[src/rtl/sm_digit_serializer_pkg.sv]
// Shared types and constants for the signed-word to decimal digit serializer.
package sm_digit_pkg;

   localparam int unsigned DEC_BASE = 10;
   localparam int unsigned DIGIT_W  = 4;
   localparam int unsigned TENS_W   = 3;

   typedef logic [DIGIT_W-1:0] digit_t;

   typedef enum logic [1:0] {
      IDLE,
      CONV,
      EMIT_TENS,
      EMIT_ONES
   } state_e;

endpackage

[src/rtl/sm_digit_serializer_if.sv]
// Word-in / digit-out handshake bundle of the digit serializer.
interface sm_digit_serializer_if #(
   parameter int unsigned DATA_W = 6
);
   import sm_digit_pkg::*;

   logic [DATA_W-1:0] in_data;
   logic              in_valid;
   logic              in_ready;
   digit_t            out_digit;
   logic              out_neg;
   logic              out_first;
   logic              out_last;
   logic              out_valid;
   logic              out_ready;

   // Producer of words and consumer of digits.
   modport master (
      output in_data, in_valid, out_ready,
      input  in_ready, out_digit, out_neg, out_first, out_last, out_valid
   );

   // The serializer itself.
   modport slave (
      input  in_data, in_valid, out_ready,
      output in_ready, out_digit, out_neg, out_first, out_last, out_valid
   );

endinterface

[src/rtl/sm_digit_serializer_div10_iter.sv]
// Iterative divide-by-ten: rem/tens register pair, one subtraction per step.
module div10_iter
   import sm_digit_pkg::*;
#(
   parameter int unsigned REM_W = 5
) (
   input  logic              clk,
   input  logic              rst,
   input  logic              load_i,
   input  logic [REM_W-1:0]  load_val_i,
   input  logic              step_i,
   output logic [REM_W-1:0]  rem_o,
   output logic [TENS_W-1:0] tens_o,
   output logic              done_o
);

   // Wide enough to compare any rem against the base without truncating it.
   localparam int unsigned CMP_W = 8;

   logic [REM_W-1:0]  rem_q,  rem_d;
   logic [TENS_W-1:0] tens_q, tens_d;
   logic              done_q, done_d;

   // Next rem/tens: load a fresh magnitude or take one subtract-by-ten step.
   always_comb begin
      rem_d  = rem_q;
      tens_d = tens_q;
      done_d = done_q;
      if (load_i) begin
         rem_d  = load_val_i;
         tens_d = '0;
         done_d = CMP_W'(load_val_i) < CMP_W'(DEC_BASE);
      end else if (step_i && !done_q) begin
         rem_d  = rem_q - REM_W'(DEC_BASE);
         tens_d = tens_q + TENS_W'(1);
         done_d = CMP_W'(rem_d) < CMP_W'(DEC_BASE);
      end
   end

   // Quotient/remainder registers; done tracks rem < 10 alongside them.
   always_ff @(posedge clk or posedge rst) begin
      if (rst) begin
         rem_q  <= '0;
         tens_q <= '0;
         done_q <= 1'b1;
      end else begin
         rem_q  <= rem_d;
         tens_q <= tens_d;
         done_q <= done_d;
      end
   end

   assign rem_o  = rem_q;
   assign tens_o = tens_q;
   assign done_o = done_q;

endmodule

[src/rtl/sm_digit_serializer.sv]
// Accepts one sign/one's-complement word, streams its decimal digits MSD first.
module sm_digit_serializer
   import sm_digit_pkg::*;
#(
   parameter int unsigned DATA_W = 6
) (
   input  logic                 clk,
   input  logic                 rst,
   sm_digit_serializer_if.slave bus
);

   localparam int unsigned REM_W = DATA_W - 1;

   state_e            state_q;
   logic              sign_c;
   logic [REM_W-1:0]  mag_c;
   logic              load_c;
   logic              step_c;
   logic [REM_W-1:0]  rem;
   logic [TENS_W-1:0] tens;
   logic              done;

   digit_t            out_digit_q;
   logic              out_neg_q;
   logic              out_first_q;
   logic              out_last_q;
   logic              out_valid_q;

   // Magnitude of the incoming word: the inverted payload when the sign is set.
   assign sign_c = bus.in_data[DATA_W-1];
   assign mag_c  = sign_c ? ~bus.in_data[DATA_W-2:0] : bus.in_data[DATA_W-2:0];
   assign load_c = (state_q == IDLE) && bus.in_valid;
   assign step_c = (state_q == CONV) && !done;

   div10_iter #(
      .REM_W (REM_W)
   ) u_div10 (
      .clk        (clk),
      .rst        (rst),
      .load_i     (load_c),
      .load_val_i (mag_c),
      .step_i     (step_c),
      .rem_o      (rem),
      .tens_o     (tens),
      .done_o     (done)
   );

   // Control FSM with registered digit/flag outputs.
   always_ff @(posedge clk or posedge rst) begin
      if (rst) begin
         state_q     <= IDLE;
         out_digit_q <= '0;
         out_neg_q   <= 1'b0;
         out_first_q <= 1'b0;
         out_last_q  <= 1'b0;
         out_valid_q <= 1'b0;
      end else begin
         case (state_q)
            IDLE: begin
               if (bus.in_valid) begin
                  // Negative zero is reported as plain zero.
                  out_neg_q <= sign_c && (mag_c != '0);
                  state_q   <= CONV;
               end
            end
            CONV: begin
               if (done) begin
                  out_valid_q <= 1'b1;
                  out_first_q <= 1'b1;
                  if (tens != '0) begin
                     out_digit_q <= DIGIT_W'(tens);
                     out_last_q  <= 1'b0;
                     state_q     <= EMIT_TENS;
                  end else begin
                     out_digit_q <= DIGIT_W'(rem);
                     out_last_q  <= 1'b1;
                     state_q     <= EMIT_ONES;
                  end
               end
            end
            EMIT_TENS: begin
               if (bus.out_ready) begin
                  out_digit_q <= DIGIT_W'(rem);
                  out_first_q <= 1'b0;
                  out_last_q  <= 1'b1;
                  state_q     <= EMIT_ONES;
               end
            end
            EMIT_ONES: begin
               if (bus.out_ready) begin
                  out_valid_q <= 1'b0;
                  state_q     <= IDLE;
               end
            end
            default: begin
               out_valid_q <= 1'b0;
               state_q     <= IDLE;
            end
         endcase
      end
   end

   assign bus.in_ready  = (state_q == IDLE);
   assign bus.out_digit = out_digit_q;
   assign bus.out_neg   = out_neg_q;
   assign bus.out_first = out_first_q;
   assign bus.out_last  = out_last_q;
   assign bus.out_valid = out_valid_q;

endmodule

[src/flat_wrapper.sv]
// flat-port wrapper written by rule: the top's interface ports become plain ports
module sm_digit_serializer_flat import sm_digit_pkg::*;
#(
   parameter int unsigned DATA_W = 6
)
  (clk, rst, bus_in_data, bus_in_valid, bus_out_ready, bus_in_ready, bus_out_digit, bus_out_neg, bus_out_first, bus_out_last, bus_out_valid);
  sm_digit_serializer_if #(.DATA_W(DATA_W)) bus_i ();
  input  logic clk;
  input  logic rst;
  input wire logic [$bits(bus_i.in_data)-1:0] bus_in_data;
  input wire logic [$bits(bus_i.in_valid)-1:0] bus_in_valid;
  input wire logic [$bits(bus_i.out_ready)-1:0] bus_out_ready;
  output wire logic [$bits(bus_i.in_ready)-1:0] bus_in_ready;
  output wire logic [$bits(bus_i.out_digit)-1:0] bus_out_digit;
  output wire logic [$bits(bus_i.out_neg)-1:0] bus_out_neg;
  output wire logic [$bits(bus_i.out_first)-1:0] bus_out_first;
  output wire logic [$bits(bus_i.out_last)-1:0] bus_out_last;
  output wire logic [$bits(bus_i.out_valid)-1:0] bus_out_valid;
  assign bus_i.in_data = bus_in_data;
  assign bus_i.in_valid = bus_in_valid;
  assign bus_i.out_ready = bus_out_ready;
  assign bus_in_ready = bus_i.in_ready;
  assign bus_out_digit = bus_i.out_digit;
  assign bus_out_neg = bus_i.out_neg;
  assign bus_out_first = bus_i.out_first;
  assign bus_out_last = bus_i.out_last;
  assign bus_out_valid = bus_i.out_valid;
  sm_digit_serializer #(.DATA_W(DATA_W)) u_core (.clk(clk), .rst(rst), .bus(bus_i));
endmodule
[config.mk]
export PLATFORM = sky130hd
export DESIGN_NAME = sm_digit_serializer_flat
export DESIGN_NICKNAME = d
export VERILOG_FILES = /design/src/rtl/sm_digit_serializer_pkg.sv /design/src/rtl/sm_digit_serializer_if.sv /design/src/rtl/sm_digit_serializer_div10_iter.sv /design/src/rtl/sm_digit_serializer.sv /design/src/flat_wrapper.sv
export SDC_FILE = /design/constraint.sdc
export NUM_CORES = 1
export LEC_CHECK = 0
export CORE_MARGIN = 2
export CORE_UTILIZATION = 40
export CTS_BUF_LIST = sky130_fd_sc_hd__clkbuf_8
export DETAILED_ROUTE_END_ITERATION = 10
export HOLD_SLACK_MARGIN = 0.08
export PLACE_DENSITY = 0.65
export SLEW_MARGIN = 20
export SYNTH_ARGS = -nofsm -noshare
export SYNTH_HDL_FRONTEND = slang
export SYNTH_SLANG_ARGS = --single-unit
[constraint.sdc]
create_clock -name clk -period 1.94 [get_ports clk]
set_input_delay 0.388 -clock clk [delete_from_list [all_inputs] [get_ports clk]]
set_output_delay 0.388 -clock clk [all_outputs]
set_load 0.01 [all_outputs]
Word-level counts from Yosys, hierarchy flattened
Index checks and enable logic that the tools add are counted.
{"block": "totals", "reg_bits": 19, "word_cells": 61}
{"block": "op_classes", "n_mux": 25, "eq_ne": 7, "bitwise_logic": 1, "n_addsub": 2, "reduce_logical": 15, "order_cmp": 2}
{"op": "5-bit 2-to-1 mux", "n": 3}
{"op": "4-bit 2-to-1 mux", "n": 3}
{"op": "5-bit by 4-bit < comparator with 1-bit output, second input constant", "n": 2}
{"op": "1-bit 2-to-1 mux", "n": 8}
{"op": "2-bit 2-to-1 mux", "n": 4}
{"op": "2-bit inequality test, second input constant", "n": 4}
{"op": "2-bit one-hot mux with 4 select lines", "n": 1}
{"op": "4-bit one-hot mux with 2 select lines", "n": 1}
{"op": "3-bit 2-to-1 mux", "n": 2}
{"op": "1-bit one-hot mux with 2 select lines", "n": 3}
{"op": "3-bit AND reduction", "n": 2}
{"op": "2-bit nonzero test", "n": 3}
{"op": "5-bit inverter", "n": 1}
{"op": "5-bit nonzero test", "n": 1}
{"op": "5-bit by 4-bit subtractor with 5-bit output, second input constant", "n": 1}
{"op": "2-bit equality test, second input constant", "n": 2}
{"op": "1-bit logical AND", "n": 4}
{"op": "4-bit AND reduction", "n": 1}
{"op": "3-bit by 1-bit adder with 3-bit output, second input constant", "n": 1}
{"op": "3-bit nonzero test", "n": 1}
{"op": "2-bit by 1-bit equality test with 1-bit output, second input constant", "n": 1}
{"op": "2-bit logical NOT", "n": 1}
{"op": "2-bit AND reduction", "n": 1}
{"op": "1-bit logical NOT", "n": 1}

Longest topological paths before layout
Gate-level depths: netlist (run 1).
{"block": "logic_depth", "word_depth": 5, "depth_mapped": 7, "depth_no_buf": 6}

By module
A second synthesis (run 1) with hierarchy kept.
{"block": "unflattened", "cells_unflattened": 114, "area_unflattened_um2": 1194.9}
{"module": "sm_digit_serializer", "area_each_um2": 683.2, "cells_per_inst": 66, "n_inst": 1}
{"module": "div10_iter", "area_each_um2": 511.7, "cells_per_inst": 48, "n_inst": 1}

Least setup slack after synthesis (run 1)
No wires, ideal clock.
{"block": "synth_path", "path_type": "reg-to-reg", "from": "reg u_core.state_q[0]", "to": "reg u_core.state_q[1]", "stages_incl_launch_ff": 6, "t_required_ns": 1.815, "period_less_slack_ns": 1.550, "arrival_ns": 1.425, "setup_time_ns": 0.125, "path_buffers": 0, "path_slack_ns": 0.390, "cell_sequence": "dfrtp_1 -> inv_1 -> ha_1 -> inv_1 -> o2111ai_4 -> mux2_2"}
{"block": "synth_via", "elab_chain_len": 3, "elab_cells_between_ends": 10, "classes_between": "eq/ne: 7; mux: 1; reduce/logical: 2"}
{"element": "from (decl)", "line": "sm_digit_serializer.sv:14", "rtl": "state_e state_q;"}
{"element": "from (signal assigned)", "line": "sm_digit_serializer.sv:51", "rtl": "state_q <= IDLE;"}
{"element": "from (signal assigned)", "line": "sm_digit_serializer.sv:63", "rtl": "state_q <= CONV;"}
{"element": "from (signal assigned)", "line": "sm_digit_serializer.sv:73", "rtl": "state_q <= EMIT_TENS;"}
{"element": "2-bit logical NOT (*)"}
{"element": "via bus_in_ready", "line": "flat_wrapper.sv:13", "rtl": "output wire logic [$bits(bus_i.in_ready)-1:0] bus_in_ready;"}
{"element": "2-bit inequality test (no source line)"}
{"element": "4-bit AND reduction (no source line)"}
Mark *: on every way through the listed nets, which the timed path passes. The rest lies on a longest branch.
A chain may end at the register's enable or synchronous reset.

Worst setup path in the final report (run 1)
{"block": "layout_path", "from": "reg u_core.state_q[1]", "to": "reg u_core.state_q[0]"}
{"block": "layout_via", "elab_chain_len": 3, "elab_cells_between_ends": 10, "classes_between": "eq/ne: 7; mux: 1; reduce/logical: 2"}
{"element": "2-bit by 1-bit equality test with 1-bit output, or another cell as far along", "line": "sm_digit_serializer.sv:58", "rtl": "case (state_q)"}
{"element": "2-bit inequality test (no source line)"}
{"element": "4-bit AND reduction (no source line)"}
Several ways; a longest one is shown, not always the timed one.

==> metrics.yaml, run 1 <==
power_density_nw_per_um2: 1610
run_status: "finished clean"
syn_avg_cell_area_sq_um: 9.82
detailed_place_hpwl_microns: 1620
ctsResizeCount: 1
arrival_ns: 1.78
fmax_ghz: 0.605
root_buffer: "clkbuf_8"
ys_ff_latch: 19
finalClockSkew_ns: 0.00311
ys_warn_count: 0
syn_inst: 117
worstSetupEndpointType: "flop"
synth_simple_gate_area_share: 0.145
antenna_found_initial: 0
start_util: 0.420
crit_top_cell: "inv_1"
min_period_ns: 1.65
path_class: "flop to flop"
crit_slowest_cell: "dfrtp_1"
grt_pass1_wl_microns: 3480
rows: 19
fin_nets: 159
antennaDiodeCount: 0
ant_nets: 0
syn_nets: 136
die_h_microns: 57.6
fin_total_pwr_mw: 2.28
cts_made_buffers: 3
dp_cells: 166
p_leak_nw: 0.643
drc_errors: 0
critPathLaunchType: "flop"
synth_xor_area_frac: 0.0915
synth_top_family_by_area: "compound AO/OA/AOI/OAI gates"
via_per_inst: 4.96
syn_area_sq_um: 1150
gp_congestion: 0.795
nFillCells: 273
first_global_vias: 848
synthAdderAreaFrac: 0.0980
final_cell_mix: "dfrtp_1, clkdlybuf4s50_1, a21oi_1"
die_x_microns: 57.6
synth_cell_types: 31
grt_max_degree: 20
rsz0062_at_grt: "no"
slew_violations: 0
cap_viol_max_count: 0
firstDrtPassIters: 4
finalCritPeriodShare: 0.852
worstPathCellList: "inv_1, ha_1, buf_4, inv_1, o2111ai_4, a2111oi_1, a21oi_1"
grt_usage: 0.138
synth-compound-area-share: 0.168
grt_overflow: 0
setup_viol: 0
via_count: 843
final_cells: 170
ir_worst_vdd_uv: 957
io_buffers: 18
drtIter0Drc: 13
worst_slew_pin_slew_ns: 0.337
h-tree-depth: 1
ff2ff_setup_slack_ns: 0.29
wl_microns: 2040
cts.path.max_buffers: 2
clk_pin_slew_ns: 0.07
pin_count: 19
critical_path.max_fanout: 5
die_area_sq_um: 3320
cts_tree: "yes"
final_common_cell: "dfrtp_1"
relSlewSlack: 0.775
cp_slowest_stage_delay_ns: 0.41
postCtsSetupBuffers: 0
clk_latency_ns: 0.25
drive_above_1_share: 0.115
area_growth_pct: 23.1
holdBufCountCts: 0
final_hold_viol_count: 0
numClockSinks: 19
core-area_sq_um: 2730
synthMuxAreaShare: 0.0229
yosysSeqAreaShare: 0.415
required_ns: 2.07
tns_ns: 0
worst_hold_path_type: "primary input to async pin"
avgRoutedWirePerCell_microns: 12.0
-- cells by family after synthesis --
kind of cell	count (synthesis)
xor gates and xnor gates	12
adders and majority gates	9
buffers and inverters	14
and+or+nand+nor	32
muxes	2
DFF	19
AOI/OAI and AO/OA	29
-- registers in the layout (all words and copies together) (netlist names) --
register and cells:
u_core.bus.out_neg 1, u_core.u_div10.tens_o 3, u_core.u_div10.rem_o 5, u_core.bus.out_valid 1, u_core.u_div10.done_o 1, u_core.bus.out_digit 4
u_core.bus.out_last 1, u_core.bus.out_first 1, u_core.state_q 2
-- synth_stat cells, drive strengths merged --
library cell	count	share of area
a2111oi	1	0.0087
a21oi	12	0.052
a31oi	2	0.011
and2b	1	0.0076
and3b	1	0.0087
buf	3	0.024
clkbuf	1	0.0033
dfrtp	18	0.39
dfstp	1	0.023
ha	9	0.098
inv	10	0.033
mux2	2	0.023
nand2	9	0.029
nand2b	4	0.028
nand3	5	0.022
nand3b	1	0.0065
nor2	7	0.023
nor2b	1	0.0055
nor3	2	0.0087
o2111ai	2	0.031
o211a	1	0.0087
o211ai	2	0.013
o21ai	7	0.030
o21bai	2	0.013
or2	1	0.0055
xnor2	6	0.046
xor2	6	0.046
-- power breakdown --
group	total (mW)	switching (mW)	leakage, nW	internal, mW
sequential	0.756	0.155	0.228	0.600
clock	0.263	0.122	0.0269	0.141
combinational	1.26	0.608	0.389	0.652
total	2.28	0.885	0.643	1.39
-- cell type report --
class | count | area [sq um] | area share
Clock inverter | 1 | 3.75 | 0.00265
Multi-Input combinational cell | 84 | 603 | 0.427
Clock buffer | 3 | 41.3 | 0.0292
Tap cell | 31 | 38.8 | 0.0274
Sequential cell | 19 | 477 | 0.337
Inverter | 10 | 37.5 | 0.0265
Timing Repair Buffer | 22 | 213 | 0.150
-- routing by layer --
layer | vias to the layer above | share of wire | track usage
li1 | 442 | - | -
met1 | 378 | 0.48 | 0.168
met2 | 18 | 0.44 | 0.221
met3 | 5 | 0.056 | 0.0385
met4 | 0 | 0.021 | 0.0698
met5 | - | 0 | 0
-- worst paths after layout --
| kind | from | end | depth (start not counted) |
|---|---|---|---|
| max | u_core.state_q[1] | u_core.state_q[0] | 7 |
| min | rst | u_core.bus.out_digit[1] | 3 |
| max reg2reg | u_core.state_q[1] | u_core.state_q[0] | 7 |
| min reg2reg | u_core.bus.out_neg | u_core.bus.out_neg | 2 |
| max in group asynchronous | rst | u_core.u_div10.done_o | 3 |
| min in group clk | u_core.bus.out_neg | u_core.bus.out_neg | 2 |
-- stage by stage --
| stage | utilization | hold WS, ns | setup WS (ns) | area, sq um |
|---|---|---|---|---|
| after floorplan | - | 0.338 | 0.390 | 1150 |
| after global placement | 0.500 | 0.474 | 0.183 | 1370 |
| after detailed placement | 0.500 | 0.475 | 0.160 | 1370 |
| after CTS | 0.516 | 0.459 | 0.0159 | 1410 |
| after global routing | 0.517 | 0.474 | 0.129 | 1410 |
| final | 0.517 | 0.457 | 0.287 | 1410 |
-- worst max-delay path: cells and delay by family, from the launching register on --
family / cells / cell delay [ns]
flops: 1 / 0.41
compound gates: 3 / 0.58
fa+ha+maj: 1 / 0.20
buf+inv: 3 / 0.34
Note: power is estimated with default switching activity, not from simulation.
==> run 2, diff against run 1 <==
--- a/config.mk
+++ b/config.mk
@@ -10,8 +10,7 @@
 export CTS_BUF_LIST = sky130_fd_sc_hd__clkbuf_8
 export DETAILED_ROUTE_END_ITERATION = 10
 export HOLD_SLACK_MARGIN = 0.08
-export PLACE_DENSITY = 0.65
-export SLEW_MARGIN = 20
+export PLACE_DENSITY = 0.67
 export SYNTH_ARGS = -nofsm -noshare
 export SYNTH_HDL_FRONTEND = slang
 export SYNTH_SLANG_ARGS = --single-unit
==> metrics.yaml, run 2 (synthesis gave the netlist of run 1 again) <==
run_status: "finished clean"
pre_cts_ws_ns: 0.152  # -0.00797 ns
io_buffers: 18  # unchanged
die_x_microns: 57.6  # unchanged
root_buffer: "clkbuf_8"
worstSetupEndpointType: "flop"
worstRegToRegCells: 6  # -1
cp_num_buf_inv: 1  # -2
finalCritPeriodShare: 0.855  # +0.00329
holdWs_ns: 0.457  # -0.000329 ns
cts_tree: "yes"
worst_slew_pin_slew_ns: 0.335  # -0.00219 ns
core-area_sq_um: 2730  # unchanged
start_util: 0.420  # unchanged
h-tree-depth: 1  # unchanged
arrival_ns: 1.79  # about the same
cap_viol_max_count: 0  # unchanged
relSlewSlack: 0.775  # about the same
fmax_ghz: 0.603  # -0.39%
tns_ns: 0  # unchanged
fin_nets: 162  # +1.9%
rr_endpoint: "u_core.state_q[0]"
antennaDiodeCount: 0  # unchanged
final_util: 0.525  # +0.00824
min_period_ns: 1.66  # +0.00639 ns
holdBufCountCts: 0  # unchanged
path_class: "flop to flop"
grt_pass1_wl_microns: 3550  # +2.2%
pin_count: 19  # unchanged
p_leak_nw: 0.657  # +2.2%
area_growth_pct: 25.1
rows: 19  # unchanged
numClockSinks: 19  # unchanged
finalClockSkew_ns: 0.00535  # +0.00224 ns
final_cell_mix: "dfrtp_1, clkdlybuf4s50_1, a21oi_1"
wl_microns: 2140  # +5.2%
ant_nets: 0  # unchanged
die_area_sq_um: 3320  # unchanged
die_h_microns: 57.6  # unchanged
setup_viol: 0  # unchanged
drc_errors: 0  # unchanged
gp_congestion: 0.830  # +4.5%
avgRoutedWirePerCell_microns: 12.4  # +3.4%
r2r-start: "u_core.state_q[1]"
final_hold_viol_count: 0  # unchanged
first_global_vias: 836  # -1.4%
critical_path.max_fanout: 6  # +1
path_delay_family: "compound AO/OA/AOI/OAI gates"
worst_hold_path_type: "primary input to async pin"
antenna_found_initial: 0  # unchanged
crit_slowest_cell: "dfrtp_1"
cts.path.max_buffers: 2  # unchanged
rsz0062_at_grt: "no"
required_ns: 2.07  # about the same
cp_slowest_stage_delay_ns: 0.41  # about the same
final_common_cell: "dfrtp_1"
setup_slack_ns: 0.281  # -0.00639 ns
via_per_inst: 5.06  # +2.1%
critPathLaunchType: "flop"
firstDrtPassIters: 4  # unchanged
drive_above_1_share: 0.134  # +0.0187
power_density_nw_per_um2: 1620  # +0.35%
clk_latency_ns: 0.25  # about the same
clk_pin_slew_ns: 0.08  # about the same
ir_worst_vdd_uv: 916  # -4.3%
slew_violations: 0  # unchanged
via_count: 876  # +3.9%
cts_made_buffers: 3  # unchanged
drtIter0Drc: 20  # +7
worstPathCellList: "buf_4, ha_1, nand2b_1, o2111ai_4, a2111oi_1, a21oi_1"
ff2ff_setup_slack_ns: 0.28  # about the same
grt_usage: 0.138  # about the same
largest_reg_flops: 5  # unchanged
detailed_place_hpwl_microns: 1700  # +5.0%
grt_overflow: 0  # unchanged
grt_max_degree: 20  # unchanged
[run 2: cell count changes in the layout (fill, tap and decap cells not counted), sizes merged]
| cell | change |
|---|---|
| buf | +3 |
[run 2: tightest hold or removal path: stages]
cell and delay, ns:
clkdlybuf4s50_1 0.39, inv_1 0.05, buf_4 0.25
[run 2: layer usage]
layer | vias up | part of all wire | GRT usage
li1 | 446 | - | -
met1 | 416 | 0.47 | 0.176
met2 | 14 | 0.49 | 0.234
met3 | 0 | 0.044 | 0.0295
met4 | 0 | 0 | 0.0399
met5 | - | 0 | 0
[run 2: layout make-up]
type | count | area (sq um)
clock inverters | 1 | 3.75
flip-flops and latches | 19 | 477
well taps | 31 | 38.8
clock buffers | 3 | 41.3
inverters | 10 | 37.5
multi-input cells | 84 | 603
repair buffers | 25 | 235
fillers | 250 | 1300
[run 2: timing repair]
item	in CTS	in global routing
gates resized for setup	0	2
setup buffers	0	2
hold endpoints to repair	0	0
setup endpoints to repair	0	1
[run 2: power by group]
group	leakage (nW)	switching (mW)	internal (mW)	total [mW]
clock network	0.0269	0.132	0.141	0.273
registers	0.228	0.153	0.600	0.753
logic	0.403	0.615	0.683	1.30
total	0.657	0.899	1.42	2.32
[run 2: per-stage QoR]
stage               power (mW)  instances  area (sq um)
floorplan                 1.66        117          1150
global placement          2.00        167          1370
detailed placement        2.04        167          1370
CTS                       2.32        171          1420
global route              2.53        173          1440
finish                    2.32        173          1440
[run 2: worst max-delay path by stage]
stage,start,to,slack [ns],depth (start not counted)
finish,u_core.state_q[1],u_core.state_q[0],0.28,6
CTS,u_core.state_q[0],bus_in_ready,0.004,3
floorplan,u_core.state_q[0],u_core.state_q[1],0.39,5
detailed placement,bus_out_ready,u_core.state_q[0],0.15,5
global placement,bus_out_ready,u_core.state_q[0],0.20,5
global route,u_core.state_q[1],u_core.state_q[0],0.15,6
==> edit 1, RTL diff (config.mk and constraints of run 2) <==
Set the package constant `TENS_W` to 6 (it was 3).
--- a/src/rtl/sm_digit_serializer_pkg.sv
+++ b/src/rtl/sm_digit_serializer_pkg.sv
@@ -3,7 +3,7 @@
 
    localparam int unsigned DEC_BASE = 10;
    localparam int unsigned DIGIT_W  = 4;
-   localparam int unsigned TENS_W   = 3;
+   localparam int unsigned TENS_W   = 6;
 
    typedef logic [DIGIT_W-1:0] digit_t;
 
Check against the original RTL: same outputs for any inputs over 10 cycles, from zero or initial values and one cycle with rst high; that may be too few to reach the edited logic, so the function may still have changed.
==> edit 1 against run 2 <==
Non-clock buffer count decreased by 3; total power rose by 8.0%; highest routed layer is now met4; via count up 15%; fmax down 6.8%; worst setup slack got worse by 120 ps; die area up 9.7%; largest cell class unchanged; utilization rose by 0.31 points; area after synthesis grew 10%; final area up 11%; wire length grew 20%; clock power increased by 57%; clock skew decreased by 2.7 ps; sequential cell count increased by 3.
==> edit 1: results (changes against run 2) <==
* Status: complete, no violations (unchanged)
* Clk_lat worst skew at 270 ps (was 250 ps)
* CP Max Fanout at 7 (was 6)
* Port Buffers at 18 (unchanged)
* Ys async rst share at 100% (unchanged)
* H-tree Lvls at 1 (unchanged)
* FF-to-FF Start: u_core.state_q[1] (unchanged)
* Drt pass-1 iters at 4 (unchanged)
* Final hold slack at 422 ps (was 457 ps)
* Slowest CP cell: dfrtp_1 (unchanged)
* Syn. warnings at 0 (unchanged)
* Ant. Diodes at 0 (unchanged)
* Setup WS pre-CTS at 90.6 ps (was 152 ps)
* Max Root-Sink Buffers at 2 (unchanged)
* Max reg flops at 6 (was 5)
* Leak at 0.727 nW (was 0.657 nW)
* VDD IR max at 651 uV (was 916 uV)
* Synth top cells by count: dfrtp_1, nand2_1, nor2_1 (was dfrtp_1, a21oi_1, inv_1)
* Critical register-to-register path endpoint: u_core.state_q[0] (unchanged)
* Unique masters post-synth at 31 (unchanged)
* Clk_skew at 2.69 ps (was 5.35 ps)
* First-pass GRT wire length at 4330 um (was 3550 um)
* Cell Area, Placed at 1520 um^2 (was 1370 um^2)
* Largest net degree at the start of global routing at 14 (was 20)
* 1st-iter DRT viols at 23 (was 20)
* Syn nets at 156 (was 136)
* Flop2flop setup slack at 160 ps (was 280 ps)
* Top post-synthesis cells by area: dfrtp_1, ha_1, xor2_1, nand2_1, nor2_1 (was dfrtp_1, ha_1, a21oi_1, xnor2_1, xor2_1)
* Seq/Total Area, Yosys at 43.5% (was 41.5%)
* Hold Path Class: input port to asynchronous set/reset pin (unchanged)
* Initial antenna violation count at 0 (unchanged)
* CP max stage delay at 410 ps (about the same)
* Fin nets at 180 (was 162)
* Layout fillers at 293 (was 250)
* Clock Tree Root: clkbuf_8 (unchanged)
* DP HPWL at 1990 um (was 1700 um)
* Vias in the first global route at 969 (was 836)
* Rel. slew slack at 70.1% (was 77.5%)
* CTS clock-pin slew for the worst setup and hold paths at 80 ps (about the same)
* Post-DR wirelength/cell at 12.6 um (was 12.4 um)
* Vias per cell at 4.95 (was 5.06)
* Worst-case reg-to-reg path depth at 6 (unchanged)
* Placer Congestion at 0.780 (was 0.830)
* TritonCTS Buffers at 3 (unchanged)
* GRT Total Usage at 16.2% (was 13.8%)
* Int Pwr at 0.00156 W (was 0.00142 W)
* Layout cells sized above 1 at 9.38% (was 13.4%)
[edit 1: timing repair]
action / in CTS / in global routing
setup endpoints to repair: 1 / 2
gates resized for setup: 3 / 2
buffers inserted: 0 / 0
[edit 1: cells by family after synthesis]
group | Yosys count | synth area share, %
multiplexers | 2 | 1.58
buffers and inverters | 10 | 3.06
flip-flops | 22 | 43.5
XOR/XNOR | 14 | 9.66
AND/OR/NAND/NOR | 53 | 19.9
adder cells (fa/ha/maj) | 9 | 8.88
AO/OA/AOI/OAI | 27 | 13.4
[edit 1: worst max path at each step]
stage | from | to | slack, ps | depth (start not counted)
final | u_core.state_q[1] | u_core.state_q[0] | 160 | 6
after global routing | u_core.state_q[1] | u_core.u_div10.tens_o[5] | 30 | 7
after CTS | u_core.state_q[0] | bus_in_ready | 4 | 3
after floorplan | u_core.u_div10.tens_o[0] | u_core.state_q[0] | 260 | 5
after global placement | u_core.state_q[1] | u_core.u_div10.tens_o[5] | 170 | 7
after detailed placement | u_core.state_q[1] | u_core.u_div10.tens_o[5] | 90 | 7
[edit 1: worst max-delay path, delay by kind of cell (launching register included)]
kind,cells,cell delay [ps]
buffers and inverters,1,80
AND/OR/NAND/NOR,2,590
flip-flops,1,410
adder cells (fa/ha/maj),1,260
AO/OA/AOI/OAI,2,370
[edit 1: power groups by stage]
stage / registers [W] / logic, W / clock network, W
2_1_floorplan: 0.000830 / 0.000795 / 0
3_3_place_gp: 0.000824 / 0.00120 / 0
3_5_place_dp: 0.000833 / 0.00124 / 0
4_1_cts: 0.000827 / 0.00126 / 0.000436
5_1_grt: 0.000855 / 0.00142 / 0.000456
6_report: 0.000828 / 0.00125 / 0.000429
[edit 1: per-layer routing]
metal	track usage (%)	wire, um
met4	6.67	27
met5	0	0
met3	2.60	67
met1	19.8	1190
met2	28.3	1290
[edit 1: layout make-up]
class	count	area (um^2)	area share [%]
Multi-Input combinational cell	105	683	42.7
Sequential cell	22	552	34.5
Timing Repair Buffer	22	213	13.3
Tap cell	44	55.1	3.44
Clock buffer	3	41.3	2.58
Clock inverter	1	30.0	1.88
Inverter	7	26.3	1.64
[edit 1: metrics by stage]
| stage | instances | total power (W) |
|---|---|---|
| 2_1_floorplan | 137 | 0.00163 |
| 3_3_place_gp | 200 | 0.00203 |
| 3_5_place_dp | 200 | 0.00207 |
| 4_1_cts | 204 | 0.00252 |
| 5_1_grt | 204 | 0.00273 |
| 6_report | 204 | 0.00251 |
==> edit 2, RTL diff (config.mk and constraints of run 2) <==
Without the edit above. Encoding of `state_e`: now Gray code (2 bits for 4 states).
--- a/src/rtl/sm_digit_serializer_pkg.sv
+++ b/src/rtl/sm_digit_serializer_pkg.sv
@@ -8,10 +8,10 @@
    typedef logic [DIGIT_W-1:0] digit_t;
 
    typedef enum logic [1:0] {
-      IDLE,
-      CONV,
-      EMIT_TENS,
-      EMIT_ONES
+      IDLE      = 2'b00,
+      CONV      = 2'b01,
+      EMIT_TENS = 2'b11,
+      EMIT_ONES = 2'b10
    } state_e;
 
 endpackage
Check against the original RTL: same outputs for any inputs over 10 cycles, from zero or initial values and one cycle with rst high; not proved beyond that.
==> edit 2 against run 2 <==
Worst setup slack worse by 150 ps; register-to-register slack better by 190 ps; wire length is 1.3% lower; sequential cell count stayed put; critical path depth is 4 lower; total power is 11% lower; area after synthesis is 6.5% lower; first-iteration DRC count is 10% lower; count of clock-buffer cells in the layout stayed put; final area is 6.6% lower; critical endpoint is now bus_in_ready; largest power group unchanged; highest routed layer is now met4.
==> edit 2: results (changes against run 2) <==
* Status: complete, no violations (unchanged)
* H-tree Lvls at 1 (unchanged)
* Placer Congestion at 0.774 (was 0.830)
* Met3 WL post-DR at 79 um (was 95 um)
* Drt pass-1 iters at 4 (unchanged)
* GR Util met3 at 2.33% (was 2.95%)
* Rel. slew slack at 73.0% (was 77.5%)
* Clk_skew at 2.50 ps (was 5.35 ps)
* Met1 wire length at 982 um (was 1010 um)
* Critical register-to-register path endpoint: u_core.u_div10.done_o (was u_core.state_q[0])
* Top post-synthesis cells by area: dfrtp_1, nand2_1, o21ai_0, ha_1, xor2_1 (was dfrtp_1, ha_1, a21oi_1, xnor2_1, xor2_1)
* Leak at 0.597 nW (was 0.657 nW)
* Met2 Use GR at 26.0% (was 23.4%)
* Fin nets at 153 (was 162)
* Routed wl met2 at 1040 um (about the same)
* Met1 Usage GRT at 19.6% (was 17.6%)
* Layout cells sized above 1 at 9.42% (was 13.4%)
* Final setup fails at 0 (unchanged)
* Final hold slack at 469 ps (was 457 ps)
* Worst-case reg-to-reg path depth at 4 (was 6)
* Worst EP arrival at 1420 ps (was 1790 ps)
* 1st-iter DRT viols at 18 (was 20)
* Seq/Total Area, Yosys at 44.4% (was 41.5%)
* Post-DR wirelength/cell at 12.6 um (was 12.4 um)
* Net Sw Frac at 39.9% (was 38.7%)
* CP Max Fanout at 14 (was 6)
* Largest net degree at the start of global routing at 20 (unchanged)
* Highest Signal Layer: met4 (was met3)
* GRT Total Usage at 15.1% (was 13.8%)
* VDD IR max at 771 uV (was 916 uV)
* Setup WS pre-CTS at 149 ps (was 152 ps)
* Worst Slack Setup Final at 134 ps (was 281 ps)
* Unique masters post-synth at 33 (was 31)
* Syn nets at 131 (was 136)
* Synth top cells by count: nand2_1, dfrtp_1, o21ai_0 (was dfrtp_1, a21oi_1, inv_1)
* First-pass GRT wire length at 3840 um (was 3550 um)
* Worst setup endpoint: bus_in_ready (was u_core.state_q[0])
* Vias in the first global route at 858 (was 836)
-- edit 2: cell count changes after synthesis, sizes merged, moves of 3 or more --
cell and delta:
a21oi -9, ha -5, inv -4, nand2 +13
nand3 -3, o21ai +8, xnor2 -3
-- edit 2: kinds of logic (layout without fill, tap and decap cells) --
| kind of cell | count (synthesis) | in the layout | share of synthesized area, % |
|---|---|---|---|
| and+or+nand+nor | 44 | 44 | 21.1 |
| AOI/OAI and AO/OA | 29 | 29 | 16.9 |
| DFF | 19 | 19 | 44.4 |
| buffers and inverters | 11 | 32 | 4.54 |
| xor gates and xnor gates | 8 | 8 | 6.53 |
| adders and majority gates | 4 | 4 | 4.66 |
| muxes | 2 | 2 | 1.86 |
-- edit 2: stage by stage --
step	instances	util (%)	area (um^2)
finish	168	53.7	1340
global route	168	53.7	1340
CTS	168	53.6	1340
detailed placement	164	51.8	1290
global placement	164	51.8	1290
floorplan	117	-	1070
-- edit 2: area by class of cell --
cell class                      instances  area [um^2]
Fill cell                             244         1160
Clock buffer                            3         41.3
Sequential cell                        19          478
Timing Repair Buffer                   22          210
Inverter                                6         22.5
Multi-Input combinational cell         87          548
Tap cell                               30         37.5
Clock inverter                          1         3.75
-- edit 2: power by group through the flow --
stage	Clock (W)	Sequential, W	Combinational, W
4_1_cts	0.000274	0.000815	0.000992
3_5_place_dp	0	0.000821	0.000989
5_1_grt	0.000291	0.000854	0.00111
6_report	0.000265	0.000817	0.000978
3_3_place_gp	0	0.000814	0.000969
2_1_floorplan	0	0.000770	0.000662
-- edit 2: worst max-delay path: stages (launching register included) --
cell and delay (ps):
dfrtp_2 500, nor2_1 120, clkdlybuf4s50_1 540
-- edit 2: timing repair --
action                                  in CTS  in global routing
endpoints found under the setup margin       0                  1
endpoints found under the hold margin        0                  0
setup buffers                                0                  0
gates resized for setup                      0                  1
